<file path="config.mk">
export PLATFORM = sky130hd
export DESIGN_NAME = vga_rect_fill
export DESIGN_NICKNAME = d
export VERILOG_FILES = /design/src/rtl/vga_rect_fill.sv
export SDC_FILE = /design/constraint.sdc
export NUM_CORES = 1
export LEC_CHECK = 0
export ABC_AREA = 1
export CAP_MARGIN = 30
export CELL_PAD_IN_SITES_DETAIL_PLACEMENT = 1
export CELL_PAD_IN_SITES_GLOBAL_PLACEMENT = 2
export CORE_ASPECT_RATIO = 0.5
export CORE_MARGIN = 2
export CORE_UTILIZATION = 32
export DETAILED_ROUTE_END_ITERATION = 10
export GPL_TIMING_DRIVEN = 0
export HOLD_SLACK_MARGIN = 0.1
export MAX_ROUTING_LAYER = met4
export PLACE_DENSITY = 0.86
export SYNTH_ARGS = -nofsm -noshare
export SYNTH_HDL_FRONTEND = slang
export SYNTH_SLANG_ARGS = --single-unit
export TNS_END_PERCENT = 50
</file>
<file path="constraint.sdc">
create_clock -name CLOCK_50 -period 4.15 [get_ports CLOCK_50]
set_input_delay 0.83 -clock CLOCK_50 [delete_from_list [all_inputs] [get_ports CLOCK_50]]
set_output_delay 0.83 -clock CLOCK_50 [all_outputs]
set_load 0.005 [all_outputs]
</file>
<file path="src/rtl/vga_rect_fill.sv">
// Rectangle fill engine: turns one (origin, size, colour) command into a raster-ordered
// stream of single-pixel writes for the framebuffer adapter, clipped to the visible area.
module vga_rect_fill #(
  parameter int H_RES   = 160,
  parameter int V_RES   = 120,
  parameter int X_W     = 8,
  parameter int Y_W     = 7,
  parameter int COLOR_W = 9
) (
  input  logic               CLOCK_50,
  input  logic               resetn,
  input  logic               start,
  input  logic [X_W-1:0]     x0,
  input  logic [Y_W-1:0]     y0,
  input  logic [X_W-1:0]     w,
  input  logic [Y_W-1:0]     h,
  input  logic [COLOR_W-1:0] colour_in,
  output logic               ready,
  output logic               done,
  output logic [X_W-1:0]     x,
  output logic [Y_W-1:0]     y,
  output logic [COLOR_W-1:0] colour,
  output logic               plot
);

  typedef enum logic [1:0] {
    IDLE = 2'd0,
    DRAW = 2'd1,
    FIN  = 2'd2
  } state_e;

  localparam logic [X_W:0] H_END = H_RES[X_W:0];
  localparam logic [Y_W:0] V_END = V_RES[Y_W:0];

  state_e             state_q, state_d;
  logic [X_W-1:0]     x0_q, x0_d;
  logic [X_W-1:0]     cx_q, cx_d;
  logic [Y_W-1:0]     cy_q, cy_d;
  logic [X_W:0]       xe_q, xe_d;
  logic [Y_W:0]       ye_q, ye_d;
  logic [COLOR_W-1:0] col_q, col_d;
  logic [X_W-1:0]     x_q, x_d;
  logic [Y_W-1:0]     y_q, y_d;
  logic [COLOR_W-1:0] colour_q, colour_d;
  logic               plot_q, plot_d;
  logic               done_q, done_d;
  logic               ready_q, ready_d;

  logic [X_W:0] xsum_s, xe_s, cx_inc_s;
  logic [Y_W:0] ysum_s, ye_s, cy_inc_s;
  logic         empty_s, row_end_s, last_s;

  // Clipped end bounds are one bit wider than the coordinates so x0+w can never wrap.
  always_comb begin
    xsum_s    = {1'b0, x0} + {1'b0, w};
    ysum_s    = {1'b0, y0} + {1'b0, h};
    xe_s      = (xsum_s > H_END) ? H_END : xsum_s;
    ye_s      = (ysum_s > V_END) ? V_END : ysum_s;
    empty_s   = (w == {X_W{1'b0}}) || (h == {Y_W{1'b0}}) ||
                ({1'b0, x0} >= H_END) || ({1'b0, y0} >= V_END);
    cx_inc_s  = {1'b0, cx_q} + {{X_W{1'b0}}, 1'b1};
    cy_inc_s  = {1'b0, cy_q} + {{Y_W{1'b0}}, 1'b1};
    row_end_s = (cx_inc_s == xe_q);
    last_s    = row_end_s && (cy_inc_s == ye_q);
  end

  // Next-state and next-output logic; the output registers always hold the pixel being shown.
  always_comb begin
    state_d  = state_q;
    x0_d     = x0_q;
    cx_d     = cx_q;
    cy_d     = cy_q;
    xe_d     = xe_q;
    ye_d     = ye_q;
    col_d    = col_q;
    x_d      = x_q;
    y_d      = y_q;
    colour_d = colour_q;
    plot_d   = 1'b0;
    done_d   = 1'b0;
    ready_d  = ready_q;
    case (state_q)
      IDLE: begin
        ready_d = 1'b1;
        if (start) begin
          x0_d    = x0;
          col_d   = colour_in;
          xe_d    = xe_s;
          ye_d    = ye_s;
          ready_d = 1'b0;
          if (empty_s) begin
            state_d = FIN;
            done_d  = 1'b1;
          end else begin
            state_d  = DRAW;
            cx_d     = x0;
            cy_d     = y0;
            x_d      = x0;
            y_d      = y0;
            colour_d = colour_in;
            plot_d   = 1'b1;
          end
        end else begin
          state_d = IDLE;
        end
      end
      DRAW: begin
        if (last_s) begin
          state_d = FIN;
          done_d  = 1'b1;
        end else if (row_end_s) begin
          cx_d     = x0_q;
          cy_d     = cy_inc_s[Y_W-1:0];
          x_d      = x0_q;
          y_d      = cy_inc_s[Y_W-1:0];
          colour_d = col_q;
          plot_d   = 1'b1;
        end else begin
          cx_d     = cx_inc_s[X_W-1:0];
          x_d      = cx_inc_s[X_W-1:0];
          y_d      = cy_q;
          colour_d = col_q;
          plot_d   = 1'b1;
        end
      end
      FIN: begin
        state_d = IDLE;
        ready_d = 1'b1;
      end
      default: begin
        state_d = IDLE;
        ready_d = 1'b1;
      end
    endcase
  end

  // State and output registers.
  always_ff @(posedge CLOCK_50 or negedge resetn) begin
    if (!resetn) begin
      state_q  <= IDLE;
      x0_q     <= {X_W{1'b0}};
      cx_q     <= {X_W{1'b0}};
      cy_q     <= {Y_W{1'b0}};
      xe_q     <= {(X_W+1){1'b0}};
      ye_q     <= {(Y_W+1){1'b0}};
      col_q    <= {COLOR_W{1'b0}};
      x_q      <= {X_W{1'b0}};
      y_q      <= {Y_W{1'b0}};
      colour_q <= {COLOR_W{1'b0}};
      plot_q   <= 1'b0;
      done_q   <= 1'b0;
      ready_q  <= 1'b1;
    end else begin
      state_q  <= state_d;
      x0_q     <= x0_d;
      cx_q     <= cx_d;
      cy_q     <= cy_d;
      xe_q     <= xe_d;
      ye_q     <= ye_d;
      col_q    <= col_d;
      x_q      <= x_d;
      y_q      <= y_d;
      colour_q <= colour_d;
      plot_q   <= plot_d;
      done_q   <= done_d;
      ready_q  <= ready_d;
    end
  end

  assign ready  = ready_q;
  assign done   = done_q;
  assign x      = x_q;
  assign y      = y_q;
  assign colour = colour_q;
  assign plot   = plot_q;

endmodule
</file>
==> flow_metrics.py, run 1 <==
metrics = {
    "min_path": {
        "worstHoldStart": "colour[1]",
        "hold_path.class": "register to register",
    },
    "critical_path": {
        "criticalPathCategory": "input pin to register",
        "cp.required_ps": 4410,
        "critPathCaptureType": "register",
        "cp-startpoint": "x0[0]",
        "crit_path_start_kind": "input pin",
        "rr_startpoint": "x[0]",
        "critical_path.max_fanout": 6,
        "arrival_ps": 3150,
    },
    "clocking": {
        "clock-sinks": 63,
        "clk_pin_slew_ps": 60,
        "insertion_delay_ps": 330,
        "ctsHoldBuffers": 0,
        "cts_resized": 0,
        "cts_tree": "yes",
        "cts_root_buffer": "clkbuf_16",
        "cts_buffers": 9,
        "cts_max_level": 3,
        "post_cts_buffers": 0,
        "clock_path_buffers": 2,
    },
    "synth": {
        "ys_seq_area_share_pct": 36.80,
        "synth_nets": 673,
        "ys_ff_latch": 63,
        "syn-mean-instance-area_sq_um": 7.006,
        "synth_top_area_share_pct": 36.18,
        "synth_area_sq_um": 4288,
        "yosysUniqueCellTypes": 34,
        "synthTopCellsByArea": "dfrtp_1 (36%), nand2_1 (19%), inv_1 (6.6%)",
        "synth_cells": 612,
        "synth_top_area_cell": "dfrtp_1",
        "yosysWarnings": 0,
    },
    "outcome": {
        "status": "completed",
    },
    "cells_and_area": {
        "fin_cells": 866,
        "diodes": 0,
        "final_layout_size_suffix_gt1_share_pct": 7.902,
        "areaGrowthSynthToFinish_pct": 27.40,
        "layout_common_cells": "nand2_1 (222), inv_1 (75), clkdlybuf4s50_1 (67), dfrtp_1 (62), nand3_1 (50)",
        "layout_commonest_cell": "nand2_1",
        "fin_util_pct": 42.41,
        "layout.nets": 752,
    },
    "global_routing": {
        "overflow": 0,
        "grt_pass1_vias": 4371,
        "grt_antenna_before_repair": 0,
        "grt_pass1_wl_um": 22060,
        "met3_usage_pct": 3.230,
        "grt_use_met2_pct": 33.50,
        "grtUsageTotal_pct": 20.11,
        "met1_usage_pct": 26.53,
        "grt_max_degree": 64,
        "globalRoute.busiestLayer": "met2",
    },
    "drt": {
        "routed_wl_um": 12800,
        "num_vias": 4173,
        "routed_via_density": 4.819,
        "drc": 0,
        "drt_pass1_iterations": 4,
        "antenna_left": 0,
        "drtIter0Drc": 220,
        "wl_per_cell_um": 14.78,
    },
    "floorplanning": {
        "initial_core_util_pct": 33.29,
        "rows": 29,
        "coreArea_sq_um": 12880,
        "die_y_um": 85.85,
        "ioPinCount": 69,
        "dieArea_sq_um": 14400,
        "fp.dieW_um": 167.7,
    },
    "placed_design": {
        "dp_hpwl_um": 10120,
        "port_buffers": 68,
        "dp_slack_ps": 894.1,
        "place_inst": 850,
        "gp_congestion": 0.8246,
    },
    "timing": {
        "tns_ps": 0,
        "timing.final.ws_setup_ps": 1263,
        "max_slew_margin_pct": 43.12,
        "setup_viol": 0,
        "fin_crit_sh_pct": 69.56,
        "hold_viol": 0,
        "finalMaxSlewViolations": 0,
        "final.setup_skew_ps": 7.800,
        "rsz0062_at_grt": "no",
        "fin_crit_ps": 2887,
        "fmax_ghz": 0.3464,
        "worst_pin_slew_ps": 853.2,
    },
    "power": {
        "ir_drop_uv": 206.6,
        "p_leak_uw": 0.002665,
        "pwr_density_cell_nw_per_um2": 582.8,
    },
    "job": {
        "cap_violations": 0,
    },
}
critical path, cell delays in order:
cell	delay (ps)
clkdlybuf4s50_1	540
ha_1	200
inv_1	60
fa_1	400
inv_1	100
nand3_1	70
nand2_1	90
xnor2_1	150
nand4_1	120
o21ai_0	160
nand2_1	60
nand2_1	160
nand3_1	120
nand2_1	90
where the power goes:
part | internal [uW] | total, uW | switching [uW]
Clock | 422 | 717 | 295
Combinational | 602 | 1370 | 767
Sequential | 873 | 1100 | 224
per-stage QoR:
stage	power [uW]	instance area (sq um)	hold WS, ps
CTS	3232	5463	480.1
detailed placement	2493	5179	464.3
floorplan	1921	4288	453.0
global route	3495	5463	504.1
global placement	2448	5181	464.0
finish	3184	5463	476.9
flip-flops by register name (all words and copies together) (netlist names):
name	cells
col_q	9
colour	9
done	1
plot	1
ready	1
state_q	2
x	8
x0_q	8
xe_q	9
y	7
ye_q	8
kinds of logic (layout without fill, tap and decap cells):
family | after synthesis | in the layout | share of synthesized area [%]
xor+xnor | 12 | 12 | 2.451
fa+ha+maj | 19 | 19 | 5.894
compound gates | 72 | 72 | 8.783
buf+inv | 94 | 178 | 8.958
simple gates | 352 | 352 | 37.12
flops | 63 | 63 | 36.80
final timing paths:
| path | end | slack (ps) | cells past startpoint |
|---|---|---|---|
| max in group asynchronous | xe_q[0] | 2990 | 1 |
| hold reg to reg | colour[1] | 480 | 2 |
| setup reg to reg | x[1] | 1670 | 15 |
| hold / removal | colour[1] | 480 | 2 |
| min in group asynchronous | y[1] | 610 | 1 |
| setup / recovery | xe_q[0] | 1260 | 14 |
cell usage after synthesis:
library cell and count:
inv_2 3, nor4_1 3, o21ai_0 49, a21oi_2 1, xor2_1 5, fa_1 2
xnor2_1 7, a21o_1 1, nand3_4 4, a31oi_1 1, nor2_2 1, buf_8 1
or2_2 2, buf_6 2, nand2_2 16, inv_1 75, a21oi_1 17, dfstp_2 1
nand3b_1 3, buf_1 1, clkbuf_1 11, nand2_8 1, inv_6 1, ha_1 17
nor2_4 4, nand4_1 13, dfrtp_1 62, nor2_1 28, nand3_1 50, o211ai_1 2
nor3_1 4, and3_1 1, nand2_1 222, o21ai_2 1
per-layer routing:
metal / share of wire [%] / vias up
li1: - / 2111
met1: 50 / 1993
met2: 46 / 58
met3: 2.8 / 11
met4: 0.93 / 0
met5: 0 / -
final cells by class:
cell class	instances	area [sq um]
Multi-Input combinational cell	455	2326
Clock buffer	10	239.0
Fill cell	1650	7418
Tap cell	170	212.7
Inverter	79	301.5
Timing Repair Buffer	68	678.2
Clock inverter	6	45.04
Sequential cell	63	1578
Buffer	15	82.58
No activity file was read; power rests on OpenSTA's default activity.
==> inputs of run 2 (changes only) <==
--- a/config.mk
+++ b/config.mk
@@ -11,12 +11,12 @@
 export CELL_PAD_IN_SITES_GLOBAL_PLACEMENT = 2
 export CORE_ASPECT_RATIO = 0.5
 export CORE_MARGIN = 2
-export CORE_UTILIZATION = 32
+export CORE_UTILIZATION = 27
 export DETAILED_ROUTE_END_ITERATION = 10
 export GPL_TIMING_DRIVEN = 0
 export HOLD_SLACK_MARGIN = 0.1
 export MAX_ROUTING_LAYER = met4
-export PLACE_DENSITY = 0.86
+export PLACE_DENSITY = 0.77
 export SYNTH_ARGS = -nofsm -noshare
 export SYNTH_HDL_FRONTEND = slang
 export SYNTH_SLANG_ARGS = --single-unit
==> constraint.sdc (replaced) <==
create_clock -name CLOCK_50 -period 2.49 [get_ports CLOCK_50]
set_input_delay 0.498 -clock CLOCK_50 [delete_from_list [all_inputs] [get_ports CLOCK_50]]
set_output_delay 0.498 -clock CLOCK_50 [all_outputs]
set_load 0.005 [all_outputs]
==> run 2 against run 1 <==
- non-clock buffer count increased by 2
- first-iteration DRC count down 18%
- register-to-register slack lost 1500 ps
- routed wire length increased by 6.1%
- critical path type is now register to register
- critical endpoint is now colour[7]
- largest cell class unchanged
- largest power group unchanged
- highest routed layer unchanged
==> flow_metrics.py, run 2 (synthesized netlist as in run 1, its figures left out) <==
metrics = {
    "outcome": {
        "status": "completed",
    },
    "timing": {
        "fin_crit_sh_pct": 93.23,
        "fin_crit_ps": 2321,
        "finalMaxSlewViolations": 0,
        "rsz0062_at_grt": "yes",
        "tns_ps": 0,
        "final.setup_skew_ps": 8.195,
        "hold_viol": 0,
        "worst_pin_slew_ps": 853.9,
        "max_slew_margin_pct": 43.07,
        "fmax_ghz": 0.4308,
        "setup_viol": 0,
    },
    "floorplanning": {
        "die_y_um": 93.11,
        "initial_core_util_pct": 27.74,
        "dieArea_sq_um": 16970,
        "fp.dieW_um": 182.2,
        "rows": 32,
        "coreArea_sq_um": 15450,
        "ioPinCount": 69,
    },
    "clocking": {
        "clk_pin_slew_ps": 60,
        "clock-sinks": 63,
        "cts_max_level": 3,
        "cts_root_buffer": "clkbuf_16",
        "clock_path_buffers": 2,
        "ctsHoldBuffers": 0,
        "cts_buffers": 9,
        "cts_tree": "yes",
        "insertion_delay_ps": 340,
    },
    "critical_path": {
        "arrival_ps": 2550,
        "crit_path_start_kind": "register",
        "critical_path.max_fanout": 10,
        "cp.required_ps": 2720,
        "critPathCaptureType": "register",
        "criticalPathCategory": "register to register",
    },
    "global_routing": {
        "grt_pass1_wl_um": 22220,
        "grt_pass1_vias": 4354,
        "grtUsageTotal_pct": 17.33,
        "overflow": 0,
        "grt_max_degree": 64,
        "grt_antenna_before_repair": 0,
    },
    "cells_and_area": {
        "diodes": 0,
        "layout_commonest_cell": "nand2_1",
        "final_layout_size_suffix_gt1_share_pct": 9.885,
        "areaGrowthSynthToFinish_pct": 30.43,
        "layout.nets": 754,
        "layout_common_cells": "nand2_1 (220), inv_1 (74), clkdlybuf4s50_1 (66), dfrtp_1 (60), nand3_1 (50)",
        "final_area_sq_um": 5593,
        "fin_cells": 902,
    },
    "placed_design": {
        "place_inst": 884,
        "dp_hpwl_um": 10460,
        "port_buffers": 68,
        "placed_area_sq_um": 5221,
        "gp_congestion": 0.7893,
    },
    "power": {
        "p_leak_uw": 0.002692,
        "pwr_density_cell_nw_per_um2": 982.3,
        "ir_drop_uv": 322.2,
    },
    "drt": {
        "wl_per_cell_um": 15.05,
        "routed_wl_um": 13580,
        "drt_pass1_iterations": 4,
        "routed_via_density": 4.676,
        "drtIter0Drc": 180,
        "drc": 0,
        "num_vias": 4218,
        "antenna_left": 0,
    },
    "job": {
        "cap_violations": 0,
    },
    "min_path": {
        "hold_path.class": "input pin to asynchronous set/reset pin",
    },
}
-- run 2: changes by cell type in the layout (fill, tap and decap cells not counted), sizes merged --
cell	before	now
buf	5	7
inv	80	82
bufinv	0	1
clkbuf	21	20
clkdlybuf4s50	67	66
clkinv	2	1
clkinvlp	3	2
dlygate4sd2	0	1
-- run 2: area by class of cell --
cell class                 count  area (sq um)
fill                        1938          9862
multi-input combinational    455          2376
sequential                    63          1580
timing repair buffer          70         691.9
inverter                      79         301.5
tap                          204         255.2
clock buffer                   9         225.2
buffer                        15         82.58
clock inverter                 7         80.08
-- run 2: timing repair --
item / in CTS / in global routing
setup buffers: 0 / 2
gates resized for setup: 7 / 12
endpoints found under the setup margin: 25 / 35
pin swaps: 0 / 4
-- run 2: power by group --
part	switching, uW	total (uW)	internal [uW]
Sequential	369	1830	1460
Clock	527	1310	787
Combinational	1320	2350	1030
Total	2220	5490	3270
-- run 2: critical path, cell delays in order (launching register included) --
cell,delay [ps]
dfrtp_2,460
ha_1,250
nand2_2,130
inv_2,50
nand2_2,60
nand2_1,110
nand2_1,100
nand2_2,60
nor2_4,110
nand3_4,140
nor2_4,170
nand3_4,120
nand2_8,110
inv_6,60
buf_8,150
nand2_2,50
nand2_1,50
-- run 2: per-stage QoR --
step	hold slack (ps)	worst slack (ps)	utilization (%)	power [uW]
2_1_floorplan	202.4	447.6	-	3202
3_3_place_gp	464.6	-1404	33.80	4098
3_5_place_dp	467.7	-412.0	33.78	4172
4_1_cts	306.9	13.93	35.86	5537
5_1_grt	340.6	-10.07	36.19	5988
6_report	268.8	168.5	36.19	5494
-- run 2: per-layer routing --
layer,track usage [%],vias up,share of wire (%)
li1,-,2109,-
met1,22.59,2048,50
met2,28.31,50,46
met3,2.687,11,2.8
met4,4.839,0,1.0
met5,-,-,0
-- run 2: worst paths after layout --
kind	start	end	slack, ps	depth (start not counted)
max in group asynchronous	resetn	x[0]	1620	1
setup reg to reg	x[0]	colour[7]	170	16
min in group CLOCK_50	colour[5]	colour[5]	480	2
hold / removal	resetn	y[6]	270	1
hold reg to reg	colour[5]	colour[5]	480	2
setup / recovery	x[0]	colour[7]	170	16
==> inputs of run 3 (changes only) <==
--- a/config.mk
+++ b/config.mk
@@ -17,6 +17,8 @@
 export HOLD_SLACK_MARGIN = 0.1
 export MAX_ROUTING_LAYER = met4
 export PLACE_DENSITY = 0.77
+export RECOVER_POWER = 50
+export SLEW_MARGIN = 20
 export SYNTH_ARGS = -nofsm -noshare
 export SYNTH_HDL_FRONTEND = slang
 export SYNTH_SLANG_ARGS = --single-unit
==> run 3 against run 2 <==
- largest cell class unchanged
- routed wire length shrank 1.0%
- critical path type unchanged
- via count fell by 0.69%
- cell area is 0.89% higher
- critical path depth down 1
- clock power is 11% lower
- clock skew rose by 1.3 ps
- combinational power grew 2%
- power fell by 2.2%
- core utilization grew 0.32 points
- highest routed layer unchanged
- largest power group unchanged
==> flow_metrics.py, run 3 (synthesized netlist as in run 1, its figures left out) <==
metrics = {
    "clocking": {
        "clock_path_buffers": 2,
        "insertion_delay_ps": 340,
        "cts_tree": "yes",
        "cts_max_level": 3,
        "cts_root_buffer": "clkbuf_16",
        "cts_buffers": 9,
        "clock-sinks": 63,
        "clk_pin_slew_ps": 60,
    },
    "cells_and_area": {
        "layout.nets": 761,
        "areaGrowthSynthToFinish_pct": 31.60,
        "final_layout_size_suffix_gt1_share_pct": 10.64,
        "diodes": 0,
        "layout_common_cells": "nand2_1 (219), inv_1 (74), dfrtp_1 (60), clkdlybuf4s50_1 (59), nand3_1 (50)",
        "nFillCells": 1935,
        "layout_commonest_cell": "nand2_1",
    },
    "floorplanning": {
        "rows": 32,
        "coreArea_sq_um": 15450,
        "fp.dieW_um": 182.2,
        "initial_core_util_pct": 27.74,
        "ioPinCount": 69,
        "dieArea_sq_um": 16970,
        "die_y_um": 93.11,
    },
    "critical_path": {
        "criticalPathCategory": "register to register",
        "crit_path_start_kind": "register",
        "critical_path.max_fanout": 10,
        "path_common_cell": "nand2_1",
        "r2r_slack_ps": 190,
        "rr_startpoint": "x[1]",
        "r2r_end": "colour[7]",
        "cp.required_ps": 2710,
        "critPathCaptureType": "register",
        "slowest_stage": "dfrtp_1",
        "path_cells": "ha_1, inv_1, nand2_1, nand2_1, nor2_1, nand3_1, nor2_2, nand3_4, nor2_4, nand3_4, nand2_8, inv_6, buf_8, nand2_2, nand2_1",
        "arrival_ps": 2520,
        "r2r_cells": 15,
        "cpPeakStageDelay_ps": 440,
    },
    "timing": {
        "fmax_ghz": 0.4352,
        "tns_ps": 0,
        "max_slew_margin_pct": 23.22,
        "setup_viol": 0,
        "fin_crit_sh_pct": 92.27,
        "fin_crit_ps": 2298,
        "worst_pin_slew_ps": 1152,
        "finalMaxSlewViolations": 0,
        "rsz0062_at_grt": "no",
        "timing.final.ws_setup_ps": 192.4,
        "final.setup_skew_ps": 9.534,
        "hold_viol": 0,
    },
    "min_path": {
        "hold_path.class": "register to register",
        "worstHoldStart": "colour[5]",
        "min_to": "colour[5]",
        "holdPathStages": 2,
    },
    "global_routing": {
        "met1_usage_pct": 23.09,
        "overflow": 0,
        "grt_use_met2_pct": 27.61,
        "globalRoute.busiestLayer": "met2",
        "grtUsageTotal_pct": 17.29,
        "grt_antenna_before_repair": 0,
        "grt_pass1_vias": 4298,
        "met3_usage_pct": 2.882,
        "grt_max_degree": 47,
        "grt_pass1_wl_um": 22260,
    },
    "power": {
        "pwr_density_cell_nw_per_um2": 952.2,
        "p_leak_uw": 0.002730,
        "ir_drop_uv": 318.5,
    },
    "placed_design": {
        "gp_congestion": 0.7893,
        "dp_hpwl_um": 10600,
        "port_buffers": 68,
        "dp_slack_ps": -403.0,
    },
    "drt": {
        "antenna_left": 0,
        "drt_pass1_iterations": 4,
        "routed_via_density": 4.608,
        "wl_per_cell_um": 14.79,
        "drc": 0,
        "routed_wl_um": 13440,
        "num_vias": 4189,
        "drtIter0Drc": 151,
    },
    "outcome": {
        "status": "completed",
    },
    "job": {
        "cap_violations": 0,
    },
}
==> run 3: cell type report <==
type                            count  area, sq um  share of cell area, %
Buffer                             15        82.58                  1.463
Clock buffer                        9        225.2                  3.991
Clock inverter                      7        48.80                 0.8647
Inverter                           79        301.5                  5.344
Multi-Input combinational cell    455         2386                  42.28
Sequential cell                    63         1580                  28.00
Tap cell                          204        255.2                  4.523
Timing Repair Buffer               77        763.2                  13.53
==> run 3: critical path, delay by kind of cell, from the launching register on <==
kind / cells / cell delay (ps)
flip-flops: 1 / 440
AND/OR/NAND/NOR: 11 / 1140
buffers and inverters: 3 / 270
adder cells (fa/ha/maj): 1 / 330
==> run 3: power breakdown <==
group | switching, uW | internal, uW | total, uW | leakage [uW]
combinational | 1330 | 1060 | 2390 | 0.00181
sequential | 357 | 1460 | 1820 | 0.000782
clock | 495 | 674 | 1170 | 0.000136
total | 2180 | 3190 | 5370 | 0.00273
==> run 3: worst max path at each step <==
stage            from   endpoint  cells past startpoint
2_1_floorplan    x[0]  colour[8]                     15
3_3_place_gp   resetn    xe_q[2]                      1
3_5_place_dp    y0[0]    ye_q[0]                     12
4_1_cts          x[0]  colour[7]                     16
5_1_grt          x[1]  colour[1]                     16
6_report         x[1]  colour[7]                     15
==> run 3: repair_timing <==
action	in CTS	in global routing
hold buffers	1	0
pin swaps	0	4
buffers inserted	0	7
gates resized for setup	8	13
endpoints found under the hold margin	16	0
endpoints found under the setup margin	26	35
==> run 3: stage by stage <==
step / hold slack [ps] / cell area [sq um] / util [%] / power [uW] / instances
floorplan: 202.4 / 4288 / - / 3202 / 612
global placement: 464.6 / 5224 / 33.80 / 4098 / 884
detailed placement: 397.7 / 5249 / 33.96 / 4176 / 885
CTS: 481.0 / 5557 / 35.95 / 5391 / 902
global route: 498.8 / 5643 / 36.51 / 5888 / 909
finish: 473.5 / 5643 / 36.51 / 5373 / 909
==> run 3: metal layers <==
layer / up-vias / part of all wire [%]
li1: 2133 / -
met4: 0 / 1.1
met3: 10 / 2.2
met2: 36 / 46
met5: - / 0
met1: 2010 / 51
